[config.mk]
export PLATFORM = sky130hd
export DESIGN_NAME = biphasic_sched
export DESIGN_NICKNAME = d
export VERILOG_FILES = /design/src/rtl/stim_pkg.sv /design/src/rtl/rr_pick.sv /design/src/rtl/biphasic_sched.sv
export SDC_FILE = /design/constraint.sdc
export NUM_CORES = 1
export LEC_CHECK = 0
export BUFFER_PORTS_ARGS = -buffer_cell sky130_fd_sc_hd__clkbuf_2
export CORE_UTILIZATION = 45
export CTS_BUF_LIST = sky130_fd_sc_hd__clkbuf_4
export CTS_CLUSTER_DIAMETER = 40
export DETAILED_ROUTE_END_ITERATION = 12
export SLEW_MARGIN = 20
export SYNTH_ARGS = -nofsm -noshare
export SYNTH_HDL_FRONTEND = slang
export SYNTH_SLANG_ARGS = --single-unit
[constraint.sdc]
create_clock -name clk -period 3.5 [get_ports clk]
set_input_delay 0.7 -clock clk [delete_from_list [all_inputs] [get_ports clk]]
set_output_delay 0.7 -clock clk [all_outputs]
set_load 0.02 [all_outputs]
[src/rtl/stim_pkg.sv]
// Shared types and defaults for the biphasic stimulation scheduler.
// State encoding, slot/guard defaults and the engine phase-strobe bundle.
package stim_pkg;

  typedef enum logic [2:0] {
    ST_IDLE,
    ST_ARB,
    ST_RUN,
    ST_DRAIN,
    ST_GUARD
  } state_t;

  localparam int DEF_PULSES_PER_SLOT = 8;
  localparam int DEF_GUARD           = 100;

  typedef struct packed {
    logic pos;
    logic neg;
  } phase_t;

endpackage

[src/rtl/rr_pick.sv]
// Round-robin priority picker: first set request at or after rr_ptr,
// wrapping modulo NCH.
module rr_pick #(
  parameter int NCH  = 4,
  parameter int CH_W = $clog2(NCH)
) (
  input  logic [NCH-1:0]  req,
  input  logic [CH_W-1:0] rr_ptr,
  output logic            found,
  output logic [CH_W-1:0] index
);

  int j;

  // Scan from the far end so the closest candidate is written last.
  always_comb begin
    found = 1'b0;
    index = '0;
    j     = 0;
    for (int k = NCH - 1; k >= 0; k--) begin
      j = int'(rr_ptr) + k;
      if (j >= NCH) j = j - NCH;
      if (req[j]) begin
        found = 1'b1;
        index = CH_W'(j);
      end
    end
  end

endmodule

[src/rtl/biphasic_sched.sv]
// Round-robin scheduler time-sharing one biphasic pulse engine
// across NCH electrode channels, with per-slot pulse budget and guard.
module biphasic_sched
  import stim_pkg::*;
#(
  parameter int NCH             = 4,
  parameter int CH_W            = $clog2(NCH),
  parameter int PULSES_PER_SLOT = DEF_PULSES_PER_SLOT,
  parameter int CNT_W           = 16,
  parameter int GUARD           = DEF_GUARD
) (
  input  logic            clk,
  input  logic            reset,
  input  logic            sched_en,
  input  logic [NCH-1:0]  req,
  input  logic            eng_pos,
  input  logic            eng_neg,
  output logic            eng_enable,
  output logic [CH_W-1:0] ch_sel,
  output logic [NCH-1:0]  grant,
  output logic [NCH-1:0]  out_pos,
  output logic [NCH-1:0]  out_neg,
  output logic [NCH-1:0]  out_short,
  output logic [NCH-1:0]  slot_done,
  output logic            slot_abort
);

  localparam logic [CNT_W-1:0] CNT_MAX = '1;
  localparam logic [CNT_W-1:0] PPS     = CNT_W'(PULSES_PER_SLOT);
  localparam logic [CNT_W-1:0] G_LAST  = CNT_W'(GUARD - 1);

  phase_t eng;
  assign eng.pos = eng_pos;
  assign eng.neg = eng_neg;

  state_t           state_q, state_d;
  logic [NCH-1:0]   grant_q, grant_d;
  logic [CH_W-1:0]  ch_sel_q, ch_sel_d;
  logic [CH_W-1:0]  rr_ptr_q, rr_ptr_d;
  logic [CNT_W-1:0] pulse_cnt_q, pulse_cnt_d;
  logic [CNT_W-1:0] guard_cnt_q, guard_cnt_d;
  logic             in_pulse_q, in_pulse_d;
  logic             neg_q;
  logic             eng_en_q, eng_en_d;
  logic [NCH-1:0]   done_q, done_d;
  logic             abort_q, abort_d;
  logic             pend_q, pend_d;

  logic             found;
  logic [CH_W-1:0]  pick;
  logic             pulse_end;
  logic [CNT_W-1:0] pulse_inc;

  rr_pick #(
    .NCH  (NCH),
    .CH_W (CH_W)
  ) u_pick (
    .req    (req),
    .rr_ptr (rr_ptr_q),
    .found  (found),
    .index  (pick)
  );

  assign pulse_end = neg_q & ~eng.neg;
  assign pulse_inc = (pulse_cnt_q == CNT_MAX) ? pulse_cnt_q
                                              : pulse_cnt_q + 1'b1;

  always_comb begin
    state_d     = state_q;
    grant_d     = grant_q;
    ch_sel_d    = ch_sel_q;
    rr_ptr_d    = rr_ptr_q;
    pulse_cnt_d = pulse_cnt_q;
    guard_cnt_d = guard_cnt_q;
    eng_en_d    = eng_en_q;
    pend_d      = pend_q;
    done_d      = '0;
    abort_d     = 1'b0;
    in_pulse_d  = in_pulse_q;
    if (eng.pos)        in_pulse_d = 1'b1;
    else if (pulse_end) in_pulse_d = 1'b0;

    unique case (state_q)
      ST_IDLE: begin
        if (sched_en && |req) state_d = ST_ARB;
      end
      ST_ARB: begin
        if (!sched_en || !found) begin
          state_d = ST_IDLE;
        end else begin
          grant_d     = NCH'(1) << pick;
          ch_sel_d    = pick;
          rr_ptr_d    = (pick == CH_W'(NCH - 1)) ? '0 : pick + 1'b1;
          pulse_cnt_d = '0;
          eng_en_d    = 1'b1;
          state_d     = ST_RUN;
        end
      end
      ST_RUN: begin
        if (pulse_end) pulse_cnt_d = pulse_inc;
        // A final completion wins over a same-cycle request drop.
        if (pulse_end && pulse_inc >= PPS) begin
          eng_en_d = 1'b0;
          pend_d   = 1'b0;
          state_d  = ST_DRAIN;
        end else if (!req[ch_sel_q] || !sched_en) begin
          eng_en_d = 1'b0;
          pend_d   = 1'b1;
          state_d  = ST_DRAIN;
        end
      end
      ST_DRAIN: begin
        if (!in_pulse_q && !eng.pos) begin
          done_d[ch_sel_q] = 1'b1;
          abort_d          = pend_q;
          grant_d          = '0;
          guard_cnt_d      = '0;
          state_d          = ST_GUARD;
        end
      end
      ST_GUARD: begin
        if (!sched_en) begin
          state_d = ST_IDLE;
        end else if (guard_cnt_q == G_LAST) begin
          state_d = ST_ARB;
        end else if (guard_cnt_q != CNT_MAX) begin
          guard_cnt_d = guard_cnt_q + 1'b1;
        end
      end
      default: state_d = ST_IDLE;
    endcase
  end

  always_ff @(posedge clk) begin
    if (reset) begin
      state_q     <= ST_IDLE;
      grant_q     <= '0;
      ch_sel_q    <= '0;
      rr_ptr_q    <= '0;
      pulse_cnt_q <= '0;
      guard_cnt_q <= '0;
      in_pulse_q  <= 1'b0;
      neg_q       <= 1'b0;
      eng_en_q    <= 1'b0;
      done_q      <= '0;
      abort_q     <= 1'b0;
      pend_q      <= 1'b0;
    end else begin
      state_q     <= state_d;
      grant_q     <= grant_d;
      ch_sel_q    <= ch_sel_d;
      rr_ptr_q    <= rr_ptr_d;
      pulse_cnt_q <= pulse_cnt_d;
      guard_cnt_q <= guard_cnt_d;
      in_pulse_q  <= in_pulse_d;
      neg_q       <= eng.neg;
      eng_en_q    <= eng_en_d;
      done_q      <= done_d;
      abort_q     <= abort_d;
      pend_q      <= pend_d;
    end
  end

  assign eng_enable = eng_en_q;
  assign ch_sel     = ch_sel_q;
  assign grant      = grant_q;
  assign slot_done  = done_q;
  assign slot_abort = abort_q;
  assign out_pos    = {NCH{eng.pos}} & grant_q;
  assign out_neg    = {NCH{eng.neg}} & grant_q;
  assign out_short  = ~(out_pos | out_neg);

endmodule

==> metrics.txt <==
max incr delay on CP ~0.46 ns; CP startpoint pulse_cnt_q[0]$_SDFFE_PP0P_; Max FO, Critical Path 6; Mapped Area 2990 sq um; Setup Viol. Count Final 0; RSZ-0062 raised after global routing no; Cell variety after synth 53; Worst-path clk slew between 0.15 and 0.2 ns; global-route wire length before repair between 10000 and 15000 um; Starting Density 0.468; area of the multi-input gates 1800 sq um; Critical Path Stages 7; Worst EP arrival between 2 and 3 ns; Slew Limit Fails 0; critical path class flip-flop to flip-flop; combinational power share 0.120; FF+latch count, synth 52; cell mode on critical path nand4_1; Core Util, Final 0.501; Slew @ Worst Pin approximately 0.83 ns; Crit path buffers/inverters 0; Num CTS Buffers 5; Hold WS a little under 0.5 ns; post-route setup slack between 1 and 1.5 ns; final wirelength between 6000 and 7000 um; total chip power 1.02 mW; die width between 80 and 90 um; first drt pass iteration count 4; worst endpoint required time ~3.8 ns; outcome complete, no violations; CTS tree done; Post-Synthesis Cells approximately 370; Hold Path Class flip-flop to flip-flop; Max IR drop VDD ~0.00021 V; fin crit period between 2 and 2.5 ns; WL/cell between 10 and 15 um; flop-to-flop setup slack 1.21 ns; CP delay by family, top compound AO/OA/AOI/OAI gates; Final Cycle Share 0.655; filler cell count between 600 and 700; number of buffers added for setup after CTS 0; synthesis-to-layout area growth 7.16%; headroom to the max-slew limit 0.440; Clock Sinks 52; Avg Inst Size Synth 8.01 sq um; crit start category flip-flop; vias in the first global route approximately 2500; DRC violations left 0; placed cell count between 400 and 500; CTS max path bufs 2; Die H roughly 83 um; Routed Antenna Nets 0; Total GRT Usage 0.198; Antenna diodes 0; syn_nets a little under 400; full die area about 7000 sq um; initial antenna violation count 0; grt ovf 0; RR Startpoint pulse_cnt_q[0]$_SDFFE_PP0P_; CTS Hold Bufs 0; clock skew around 0.012 ns; largest net degree at the start of global routing 26; Top FF cell, synth dfxtp_1; I/O Buffers 32; share of flip-flops with an asynchronous set or reset 0; Internal roughly 0.73 mW; layout cells sized above 1 0.127; Sw Pwr around 0.3 mW; Resized Gates After CTS 0; Vias per Instance between 5 and 6; dpl cell area 3150 sq um; area occupied by registers about 1000 sq um; Max-cap violations 0; CP max-delay cell a2111oi_4; post-route cell area around 3200 sq um; Worst Setup EP state_q[0]$_SDFFE_PP0P_; DP HPWL between 4000 and 5000 um; Clock Power Share 0.272; GP Congestion between 0.8 and 0.9; Post-Place Setup Slack between 0.9 and 1 ns; final hold violations 0; vias 2779; Power Dens Cells 320 nW/um^2; switching part of the total 0.288; Rows 29; Reg-to-Reg End state_q[0]$_SDFFE_PP0P_; H-Tree Depth 2; Setup TNS Final 0 ns; # nets final slightly above 400; Root Driver clkbuf_4; sequential share of power 0.607; area of the core ~6400 sq um; initial DRC count about 180; number of flops mapped to enable cells by yosys 0; Setup crit end kind flip-flop; number of I/O pins 33; Cell Chain, Critical Path ha_1, and4_1, nand4_1, a31o_2, a2111oi_4, nand4_1, a2bb2oi_1; number of synthesis warnings 0; register area share after synthesis 0.349; Reg2Reg Depth 7; Skew-Pair Late Insertion Delay approximately 0.38 ns; Fmax roughly 0.44 GHz; Leakage ~1.1 nW; final cell count without fillers 471
cell families after synthesis:
family / after synthesis / synth area share
AND/OR/NAND/NOR: 193 / 0.345
XOR/XNOR: 12 / 0.0352
flip-flops: 52 / 0.349
adder cells (fa/ha/maj): 6 / 0.0251
multiplexers: 11 / 0.0415
AO/OA/AOI/OAI: 68 / 0.156
buffers and inverters: 31 / 0.0490
power by group through the flow:
stage / logic (mW) / registers (mW) / clock network (mW)
6_report: 0.123 / 0.621 / 0.279
3_3_place_gp: 0.121 / 0.633 / 0
2_1_floorplan: 0.0866 / 0.636 / 0
3_5_place_dp: 0.123 / 0.634 / 0
4_1_cts: 0.124 / 0.621 / 0.292
5_1_grt: 0.138 / 0.624 / 0.311
layer usage:
metal  global-route usage  vias up  part of all wire
met3               0.0307        6             0.034
met4               0.0524        0             0.010
met1                0.264     1313              0.48
met2                0.335       56              0.48
met5                    0        -                 0
li1                     -     1404                 -
cells in the mapped netlist (3+ instances only):
library cell | number | area share
inv_1 | 11 | 0.014
nand3_1 | 18 | 0.030
dfxtp_1 | 52 | 0.35
nor3_1 | 14 | 0.023
clkbuf_1 | 8 | 0.010
nand4_1 | 15 | 0.031
or3_1 | 7 | 0.015
nor4_1 | 6 | 0.013
xnor2_1 | 10 | 0.029
nand2b_1 | 5 | 0.010
mux2i_1 | 9 | 0.030
and3_1 | 6 | 0.013
and2_1 | 12 | 0.025
nand2_1 | 33 | 0.041
nor2_1 | 46 | 0.058
o31ai_1 | 9 | 0.023
a21oi_1 | 29 | 0.049
o21bai_1 | 3 | 0.0075
ha_1 | 6 | 0.025
buf_2 | 9 | 0.015
or4_1 | 10 | 0.025
and4_1 | 5 | 0.015
o21ai_0 | 7 | 0.012
final cells by class:
class	instances	share of cell area
Clock buffer	5	0.0117
Clock inverter	3	0.00547
Inverter	11	0.0129
Multi-Input combinational cell	290	0.562
Sequential cell	52	0.325
Tap cell	77	0.0301
Timing Repair Buffer	33	0.0524
tightest hold or removal path, delay by kind of cell, from the launching register on:
| family | cells | cell delay (ns) |
|---|---|---|
| AOI/OAI and AO/OA | 1 | 0.05 |
| DFF | 1 | 0.35 |
| and+or+nand+nor | 1 | 0.06 |
how the worst min path moves through the flow:
stage | start | end | slack [ns] | cells past startpoint
6_report | guard_cnt_q[1]$_SDFFE_PP0P_ | guard_cnt_q[1]$_SDFFE_PP0P_ | 0.48 | 2
5_1_grt | guard_cnt_q[1]$_SDFFE_PP0P_ | guard_cnt_q[1]$_SDFFE_PP0P_ | 0.51 | 2
4_1_cts | guard_cnt_q[1]$_SDFFE_PP0P_ | guard_cnt_q[1]$_SDFFE_PP0P_ | 0.49 | 2
3_5_place_dp | pend_q$_SDFFE_PP0P_ | slot_abort$_SDFF_PP0_ | 0.46 | 1
3_3_place_gp | pend_q$_SDFFE_PP0P_ | slot_abort$_SDFF_PP0_ | 0.46 | 1
2_1_floorplan | pend_q$_SDFFE_PP0P_ | slot_abort$_SDFF_PP0_ | 0.43 | 1
layout by cell type (no fill, tap or decap), drive strengths merged, types with 9 or more instances in the layout:
cell type and instances:
dfxtp 52, nor2 46, clkbuf 37, nand2 33, a21oi 29, nand3 19
nand4 15, nor3 14, and2 12, inv 12, or4 10, xnor2 10
o31ai 9, mux2i 9
sequential cells by signal (all words and copies together) (netlist names):
register / flops
in_pulse_q: 1
state_q: 3
pend_q: 1
eng_enable: 1
pulse_cnt_q: 16
guard_cnt_q: 16
ch_sel: 2
slot_abort: 1
rr_ptr_q: 2
slot_done: 4
neg_q: 1
grant: 4
(Power assumes the default switching activity.)
